File: config.mk
export PLATFORM = sky130hd
export DESIGN_NAME = dbuf_serial_lut
export DESIGN_NICKNAME = d
export VERILOG_FILES = /design/src/rtl/dbuf_serial_lut.sv
export SDC_FILE = /design/constraint.sdc
export NUM_CORES = 1
export LEC_CHECK = 0
export CAP_MARGIN = 20
export CORE_MARGIN = 2
export CORE_UTILIZATION = 55
export CTS_CLUSTER_SIZE = 10
export DETAILED_ROUTE_END_ITERATION = 10
export PLACE_DENSITY = 0.84
export SLEW_MARGIN = 20
export SYNTH_ARGS = -nofsm -noshare
export SYNTH_HDL_FRONTEND = slang
export SYNTH_SLANG_ARGS = --single-unit
File: constraint.sdc
create_clock -name clk -period 2.7 [get_ports clk]
set_input_delay 0.27 -clock clk [delete_from_list [all_inputs] [get_ports clk]]
set_output_delay 0.27 -clock clk [all_outputs]
set_load 0.1 [all_outputs]
File: src/rtl/dbuf_serial_lut.sv
// ---------------------------------------------------------------------------
// dbuf_serial_lut
//
// Double-buffered, bit-serially loaded lookup table. A new table is shifted
// into a shadow register while the active table keeps serving lookups. A
// commit strobe swaps the complete shadow into the active table in one edge.
// The active table can also be rotated by ROT_LEN bits.
//
// Entry i of either table occupies bits [(i+1)*OUT_WIDTH-1 -: OUT_WIDTH].
// The first bit shifted ends up in the MSB after TABLE_BITS shifts.
//
// Build option:
//   LUT_READBACK_EN - when defined, dout is the shadow MSB, so shifting
//                     TABLE_BITS further bits reads out the previous shadow
//                     MSB-first (also allows chaining d->dout). When not
//                     defined, dout is tied low.
//
// Ports:
//   clk     in   1          rising-edge clock
//   rst     in   1          asynchronous active-high reset
//   d       in   1          serial load data
//   cs_n    in   1          active-low shift enable for the shadow register
//   commit  in   1          copy shadow to active when the shadow is full
//   rot_n   in   1          active-low rotate of the active table
//   sel     in   IN_WIDTH   lookup index
//   out     out  OUT_WIDTH  registered lookup result (1-cycle latency)
//   full    out  1          shadow holds a complete table
//   err     out  1          sticky: commit requested while not full
//   dout    out  1          serial readback (see build option)
// ---------------------------------------------------------------------------
module dbuf_serial_lut #(
  parameter int IN_WIDTH  = 2,
  parameter int OUT_WIDTH = 8,
  parameter int ROT_LEN   = 8
) (
  input  logic                 clk,
  input  logic                 rst,
  input  logic                 d,
  input  logic                 cs_n,
  input  logic                 commit,
  input  logic                 rot_n,
  input  logic [IN_WIDTH-1:0]  sel,
  output logic [OUT_WIDTH-1:0] out,
  output logic                 full,
  output logic                 err,
  output logic                 dout
);

  localparam int ENTRIES    = 2 ** IN_WIDTH;
  localparam int TABLE_BITS = ENTRIES * OUT_WIDTH;
  localparam int CNT_W      = $clog2(TABLE_BITS + 1);

  localparam logic [CNT_W-1:0] CNT_ZERO = CNT_W'(0);
  localparam logic [CNT_W-1:0] CNT_ONE  = CNT_W'(1);
  localparam logic [CNT_W-1:0] CNT_FULL = CNT_W'(TABLE_BITS);

  typedef enum logic [1:0] {
    ST_IDLE    = 2'd0,
    ST_LOADING = 2'd1,
    ST_FULL    = 2'd2
  } state_t;

  state_t                 state_q, state_d;
  logic [TABLE_BITS-1:0]  shadow_q, shadow_d;
  logic [TABLE_BITS-1:0]  active_q, active_d;
  logic [CNT_W-1:0]       count_q, count_d;
  logic                   full_q, full_d;
  logic                   err_q, err_d;
  logic [OUT_WIDTH-1:0]   out_q, out_d;
  logic                   commit_ok_s;
  logic [OUT_WIDTH-1:0]   entry_s [ENTRIES];

  // Slice the active table into its entries for the lookup mux.
  for (genvar g = 0; g < ENTRIES; g++) begin : g_entry
    assign entry_s[g] = active_q[g*OUT_WIDTH +: OUT_WIDTH];
  end

  // Shadow shift path; runs in every state, including past saturation.
  always_comb begin
    shadow_d = shadow_q;
    if (!cs_n) begin
      shadow_d = {shadow_q[TABLE_BITS-2:0], d};
    end else begin
      shadow_d = shadow_q;
    end
  end

  // Load FSM: bit counter, full flag, commit acceptance and sticky error.
  always_comb begin
    state_d     = state_q;
    count_d     = count_q;
    full_d      = full_q;
    err_d       = err_q;
    commit_ok_s = 1'b0;
    case (state_q)
      ST_IDLE, ST_LOADING: begin
        if (!cs_n) begin
          count_d = count_q + CNT_ONE;
          if (count_d == CNT_FULL) begin
            // full rises on the same edge the last bit lands
            state_d = ST_FULL;
            full_d  = 1'b1;
          end else begin
            state_d = ST_LOADING;
          end
        end else begin
          state_d = state_q;
        end
        if (commit) begin
          err_d = 1'b1;
        end else begin
          err_d = err_q;
        end
      end
      ST_FULL: begin
        if (commit) begin
          // commit takes the pre-shift shadow; a simultaneous shift starts
          // the next load
          commit_ok_s = 1'b1;
          err_d       = 1'b0;
          full_d      = 1'b0;
          if (!cs_n) begin
            count_d = CNT_ONE;
            state_d = ST_LOADING;
          end else begin
            count_d = CNT_ZERO;
            state_d = ST_IDLE;
          end
        end else begin
          // extra shifts drop the oldest bits; count stays saturated
          count_d = count_q;
          state_d = ST_FULL;
        end
      end
      default: begin
        state_d = ST_IDLE;
        count_d = CNT_ZERO;
        full_d  = 1'b0;
      end
    endcase
  end

  // Active table update: commit beats rotate; any commit request blocks rotate.
  always_comb begin
    active_d = active_q;
    if (commit_ok_s) begin
      active_d = shadow_q;
    end else if (!rot_n && !commit) begin
      active_d = {active_q[ROT_LEN-1:0], active_q[TABLE_BITS-1:ROT_LEN]};
    end else begin
      active_d = active_q;
    end
  end

  // Lookup of the current active table; registered below.
  always_comb begin
    out_d = entry_s[sel];
  end

  // State and datapath registers.
  always_ff @(posedge clk or posedge rst) begin
    if (rst) begin
      state_q  <= ST_IDLE;
      shadow_q <= '0;
      active_q <= '0;
      count_q  <= CNT_ZERO;
      full_q   <= 1'b0;
      err_q    <= 1'b0;
      out_q    <= '0;
    end else begin
      state_q  <= state_d;
      shadow_q <= shadow_d;
      active_q <= active_d;
      count_q  <= count_d;
      full_q   <= full_d;
      err_q    <= err_d;
      out_q    <= out_d;
    end
  end

  assign out  = out_q;
  assign full = full_q;
  assign err  = err_q;

`ifdef LUT_READBACK_EN
  assign dout = shadow_q[TABLE_BITS-1];
`else
  assign dout = 1'b0;
`endif

endmodule

### Word level (Yosys, flattened, before mapping)

Cells that the tools add are included.

* RAM bits: 0
* memories: 0
* input bits: 8
* flip-flop bits (word level): 82
* bits in latches: 0
* output and inout port bits: 11
* ROM bits: 0
* word-level logic and storage cells: 49

* $lt $le $gt $ge: 1
* multipliers: 0
* reductions and logical operators: 10
* eq/ne operators: 7
* bitwise operators: 1
* shift-type cells: 0
* add/subtract/negate cells: 1
* divide/modulo/power cells: 0
* muxes and demuxes: 22

Operators by type and width (count)
* two-way mux 32 bit: 2
* binary-select mux 8 bit (select 2 bit): 1
* two-way mux 8 bit: 2
* two-way mux 6 bit: 2
* one-hot mux 6 bit (2 select lines): 1
* two-way mux 1 bit: 8
* inequality test 2 bit, second input constant: 4
* adder 6 x 1 -> 6 bit, second input constant: 1
* equality test 6 bit, second input constant: 1
* two-way mux 2 bit: 3
* AND reduction 3 bit: 2
* one-hot mux 1 bit (2 select lines): 2
* one-hot mux 2 bit (2 select lines): 1
* nonzero test 2 bit: 2
* greater-or-equal comparator 3 bit, second input constant: 1
* inverter 2 -> 3 bit: 1
* equality test 2 x 1 -> 1 bit, second input constant: 1
* equality test 2 bit, second input constant: 1
* zero test 1 bit: 2
* zero test 2 bit: 1
* AND reduction 2 bit: 1
* OR reduction 2 bit: 1
* logical AND 1 bit: 1

### Logic depth before layout (Yosys ltp)

Gate-level depths: netlist (run 1).

* depth in word-level cells: 5
* mapped depth: 5
* mapped depth without buffers: 5

### Worst setup path before layout (run 1)

Ideal clock, no wire load.

* path kind: reg2reg
* start: reg count_q[0]
* end: reg state_q[1]
* slack: 1.238 ns
* required time: 2.633 ns
* setup time: 0.067 ns
* data arrival time: 1.395 ns
* stages on the path, launching flop included: 6
* period minus slack after synthesis: 1.462 ns
* path through: dfrtp_1 ha_1 nand2_1 or3_1 a211o_1 nand2b_1

* cells in the longest elaborated chain, start to end: 5

RTL lines
* start, declared: RTL line 66 `logic [CNT_W-1:0] count_q, count_d;`
* start signal, assigned: RTL line 174 `count_q <= count_d;`
* adder 6 x 1 -> 6 bit: RTL line 98 `count_d = count_q + CNT_ONE;`
* equality test 6 bit: RTL line 99 `if (count_d == CNT_FULL) begin`
* two-way mux 2 bit: RTL line 99
* two-way mux 2 bit: RTL line 97 `if (!cs_n) begin`
* one-hot mux 2 bit (2 select lines): RTL line 95 `case (state_q)`
* end signal, assigned: RTL line 171 `state_q <= state_d;`
* end, declared: RTL line 63 `state_t state_q, state_d;`

Every way passes these cells. The select of a mux whose other input is x is not followed.
A chain may end at the register's enable or synchronous reset.

### Worst setup path in the final report (run 1)

* start: reg state_q[1]
* end: reg active_q[28]

* cells in the longest elaborated chain, start to end: 3
* elaborated cells between the ends (all ways): 4
* those cells by class: 1 x eq/ne; 2 x mux; 1 x reduce/logical

RTL lines
* equality test 2 bit *: RTL line 95
* two-way mux 1 bit *: RTL line 95
* two-way mux 32 bit / nonzero test 2 bit (equally long branches)
* end signal, assigned: RTL line 173 `active_q <= active_d;`
* end, declared: RTL line 65 `logic [TABLE_BITS-1:0] active_q, active_d;`

Every way passes the cells marked *; elsewhere a longest branch is shown, timed or not.

==> results of run 1 <==
final timing paths:
path,cells after the start,slack [ns],to,start
setup reg to reg,5,1.01,active_q[28]$_DFFE_PP0P_,state_q[1]$_DFFE_PP0N_
max in group asynchronous,3,1.82,active_q[30]$_DFFE_PP0P_,rst
setup / recovery,5,1.01,active_q[28]$_DFFE_PP0P_,state_q[1]$_DFFE_PP0N_
min in group clk,2,0.49,full$_DFFE_PP0P_,full$_DFFE_PP0P_
hold reg to reg,2,0.49,full$_DFFE_PP0P_,full$_DFFE_PP0P_
hold / removal,2,0.13,out[6]$_DFF_PP0_,rst
through the flow:
step	instance area, sq um	util (%)
2_1_floorplan	3470	-
3_3_place_gp	3670	61.0
3_5_place_dp	3680	61.0
4_1_cts	3890	64.5
5_1_grt	3890	64.5
6_report	3890	64.5
layout make-up:
class	instances	area, sq um	area share, %
Multi-Input combinational cell	154	1340	34.4
Tap cell	75	93.8	2.41
Sequential cell	82	2050	52.8
Clock buffer	9	124	3.19
Timing Repair Buffer	22	183	4.70
Inverter	3	12.5	0.322
Clock inverter	7	83.8	2.16
placed cells by master (no fill, tap or decap), types with 2 or more instances in the layout:
cell type and instances:
a21o_1 32, a22o_1 32, a31oi_1 2, buf_4 15
clkbuf_8 9, clkdlybuf4s50_1 7, clkinv_4 2, dfrtp_1 82
inv_1 2, inv_6 2, mux2_2 32, mux4_2 8
nand2_1 12, nand2b_1 2, nand3_1 2, nor2_1 5
nor2_2 2, o21ai_0 11
power breakdown:
| part | leakage [nW] | switching [mW] | internal (mW) |
|---|---|---|---|
| sequential | 1.08 | 0.225 | 1.48 |
| clock | 0.102 | 0.482 | 0.443 |
| combinational | 0.872 | 0.215 | 0.236 |
sequential cells by signal (all words and copies together), names as in the netlist:
signal,count
shadow_q,32
out,8
state_q,2
count_q,6
full,1
err,1
active_q,32
worst max-delay path, stage by stage, from the launching register on:
cell	delay, ns
dfrtp_1	0.59
nand2_1	0.15
nor2_2	0.18
buf_4	0.37
a22o_1	0.23
a21o_1	0.09
layer usage:
layer	routed length (um)	vias up	share of wire, %	track usage, %
met5	0	-	0	0
met4	116	0	1.8	8.06
met3	260	13	4.0	3.66
met2	3050	42	47	30.5
met1	3110	1120	48	29.7
li1	-	985	-	-
cell families (layout without fill, tap and decap cells):
group	Yosys count	after routing	synth area share [%]
other	1	1	0.108
flip-flops	82	82	59.1
multiplexers	40	40	15.6
buffers and inverters	20	41	2.74
AO/OA/AOI/OAI	82	82	18.0
adder cells (fa/ha/maj)	1	1	0.360
AND/OR/NAND/NOR	30	30	4.14
==> impl_metrics.ini, run 1 <==
[cells_and_area]
antenna_cells = 0
final_nets = 281
fill_cells = 462
area_growth_pct = 11.8
fin_cells = 352
drive_gt1_share_pct = 27.1

[timing]
fin_hold_ws_ns = 0.131
setup_viol = 0
max_freq_mhz = 592
finalHoldViolCount = 0
fin_ws_ns = 1.01
fin_setup_tns_ns = 0
finalMaxSlewViolations = 0
worst_slew_pin_slew_ns = 0.762
min_period_ns = 1.69
skew_ns = 0.0122
finalCritPeriodShare_pct = 62.6
rsz0062_at_grt = no
relSlewSlack_pct = 49.1

[clock_network]
post_cts_buffers = 0
cts_buffer_depth = 2
tritoncts = yes
clock_sinks = 82
ctsHoldBuffers = 0
path_clk_slew_ns = 0.09
cts_max_level = 3
clock_latency_ns = 0.35
clock-root-buffer = clkbuf_8
ctsResizeCount = 0
cts_buffers = 9

[die]
die-height_um = 83.5
start_util_pct = 57.7
fp.dieW_um = 83.5
die_area_sq_mm = 0.00697
fp-row-count = 28
ios = 19
core_sq_mm = 0.00603

[critical_path]
cp-start-kind = register
critPathRequiredTime_ns = 2.99
worstPathArrival_ns = 1.98
cp_max_fo = 33
endpoint_kind = register
crit_type = reg2reg

[synthesis]
ys_types = 30
ys_warn_count = 0
synth_common_cells = dfrtp_1 (82), a21o_1 (32), a22o_1 (32), mux2_2 (32), buf_2 (13)
synth_top_cell_area_share_pct = 59.1
syn_nets = 265
synth_area_leaders = dfrtp_1 (59%), mux2_2 (10%), a22o_1 (8.1%)
synth.cell_area_sq_mm = 0.00347
postSynth.asyncResetShare_pct = 100
synth_edf_count = 0
synth-seq-area-share_pct = 59.1
yosysMostFrequentCell = dfrtp_1
yosys.area.top_type = dfrtp_1
avgSynthCellArea_sq_um = 13.6
ys_ff_latch = 82
synthFlopType = dfrtp_1
postSynthCellCount = 256

[placed_design]
portBuffers = 17
dp_hpwl_mm = 4.03
dp.cells = 336
gp_congestion = 0.757
pre_cts_slack_ns = 0.748

[power_and_ir_drop]
power_density_mw_per_mm2 = 792
p_total_mw = 3.08
leakagePower_nw = 2.05
ir_worst_vdd_uv = 527

[detailed_routing]
drc = 0
first_pass_iters = 4
detail-route-antenna-nets = 0
dr_total_vias = 2160
viasPerCell = 6.14
routed_wl_mm = 6.54
drtIter0Drc = 188
wl_per_cell_um = 18.6

[global_routing]
grt_pass1_vias = 2250
antenna_found_initial = 0
grt_pass1_wl_mm = 11.3
grt_max_degree = 43
grt_overflow = 0
grtUsageTotal_pct = 20.3

[run]
maxCapViolations = 0

[run_status]
status = finished clean

[worst_hold_path]
min_path_type = in2async
No activity file was read; power rests on OpenSTA's default activity.
==> run 2: changes to the inputs <==
==> constraint.sdc (replaced) <==
create_clock -name clk -period 1.7 [get_ports clk]
set_input_delay 0.17 -clock clk [delete_from_list [all_inputs] [get_ports clk]]
set_output_delay 0.17 -clock clk [all_outputs]
set_load 0.1 [all_outputs]
==> impl_metrics.ini, run 2 (synthesis results as in run 1) <==
[run_status]
status = finished clean

[power_and_ir_drop]
ir_worst_vdd_uv = 785
power_density_mw_per_mm2 = 1200
leakagePower_nw = 2.08

[detailed_routing]
drtIter0Drc = 167
detail-route-antenna-nets = 0
dr_total_vias = 2160
wl_per_cell_um = 18.1
first_pass_iters = 4
routed_wl_mm = 6.48
drc = 0
viasPerCell = 6.03

[global_routing]
grt_pass1_vias = 2237
grtUsageTotal_pct = 20.7
grt_pass1_wl_mm = 11.2
grt_max_degree = 83
grt_overflow = 0
antenna_found_initial = 0

[timing]
skew_ns = 0.0114
setup_viol = 0
fin_hold_ws_ns = 0.279
max_freq_mhz = 641
finalHoldViolCount = 0
rsz0062_at_grt = no
finalMaxSlewViolations = 0
worst_slew_pin_slew_ns = 0.738
relSlewSlack_pct = 50.7
min_period_ns = 1.56
finalCritPeriodShare_pct = 91.7

[clock_network]
ctsResizeCount = 0
cts_max_level = 3
tritoncts = yes
clock_latency_ns = 0.35
cts_buffer_depth = 2
clock_sinks = 82
path_clk_slew_ns = 0.07
ctsHoldBuffers = 0
cts_buffers = 9
clock-root-buffer = clkbuf_8
post_cts_buffers = 0

[worst_hold_path]
min_path_type = in2async

[cells_and_area]
drive_gt1_share_pct = 27.9
antenna_cells = 0
area_growth_pct = 13.5
fin_area_sq_mm = 0.00394
final_common_cell = dfrtp_1
final_nets = 288
fill_cells = 447
final_cell_mix = dfrtp_1 (82), mux2_2 (32), a22o_1 (32), a21o_1 (32), buf_4 (19)

[critical_path]
critical-path-top-delay-family = simple AND/OR/NAND/NOR gates
worstPathArrival_ns = 1.85
endpoint_kind = register
critPathRequiredTime_ns = 1.99
critPathSlowestCell = dfrtp_1
cp_max_fo = 4
critPathMaxStageDelay_ns = 0.40
crit_type = reg2reg
cp-start-kind = register
cp_cell_sequence = ha_1, nand2_1, or3_1, a211o_1, nand2b_1
path_buf_inv = 0

[placed_design]
gp_congestion = 0.777
placed_area_sq_mm = 0.00377
portBuffers = 17
dp_hpwl_mm = 3.95

[die]
start_util_pct = 57.7
ios = 19
fp-row-count = 28
fp.dieW_um = 83.5
die_area_sq_mm = 0.00697
die-height_um = 83.5
core_sq_mm = 0.00603

[run]
maxCapViolations = 0
[run 2: stage by stage]
stage	power [mW]	TNS [ns]	utilization, %	setup WS (ns)	instances
after floorplan	3.20	0	-	0.238	256
after global placement	3.44	-12.44	62.5	-0.402	343
after detailed placement	3.49	0	62.6	0.00384	343
after CTS	4.76	0	65.4	0.149	358
after global routing	4.98	0	65.4	0.0352	358
final	4.74	0	65.4	0.140	358
[run 2: worst reg2reg max path, delay by kind of cell, from the launching register on]
kind	cells	cell delay, ns
AO/OA/AOI/OAI	1	0.33
adder cells (fa/ha/maj)	1	0.22
flip-flops	1	0.40
AND/OR/NAND/NOR	3	0.55
[run 2: final cells by class]
cell class	count	area [sq um]	share of cell area, %
clock buffers	13	159	4.03
clock inverters	2	12.5	0.317
inverters	3	15.0	0.381
multi-input cells	154	1340	33.9
flip-flops and latches	82	2050	52.0
well taps	75	93.8	2.38
repair buffers	29	273	6.92
[run 2: path summary, 6_finish.rpt]
check | slack, ns | cells after the start | startpoint | to
setup / recovery | 0.14 | 5 | count_q[1]$_DFFE_PP0P_ | state_q[1]$_DFFE_PP0N_
hold / removal | 0.28 | 3 | rst | active_q[5]$_DFFE_PP0P_
setup reg to reg | 0.14 | 5 | count_q[1]$_DFFE_PP0P_ | state_q[1]$_DFFE_PP0N_
hold reg to reg | 0.49 | 2 | full$_DFFE_PP0P_ | full$_DFFE_PP0P_
max in group asynchronous | 1.09 | 3 | rst | shadow_q[23]$_DFFE_PP0N_
min in group clk | 0.43 | 2 | d | shadow_q[0]$_DFFE_PP0N_
[run 2: where the power goes]
group | total [mW] | switching (mW) | internal (mW)
Sequential | 2.71 | 0.361 | 2.35
Combinational | 0.755 | 0.357 | 0.398
Clock | 1.27 | 0.671 | 0.602
[run 2: per-layer routing]
metal / track usage [%] / vias to the layer above / wire length, um
li1: - / 998 / -
met1: 28.8 / 1098 / 3040
met2: 30.3 / 48 / 3010
met3: 4.75 / 16 / 250
met4: 11.3 / 0 / 171
met5: 0 / - / 0
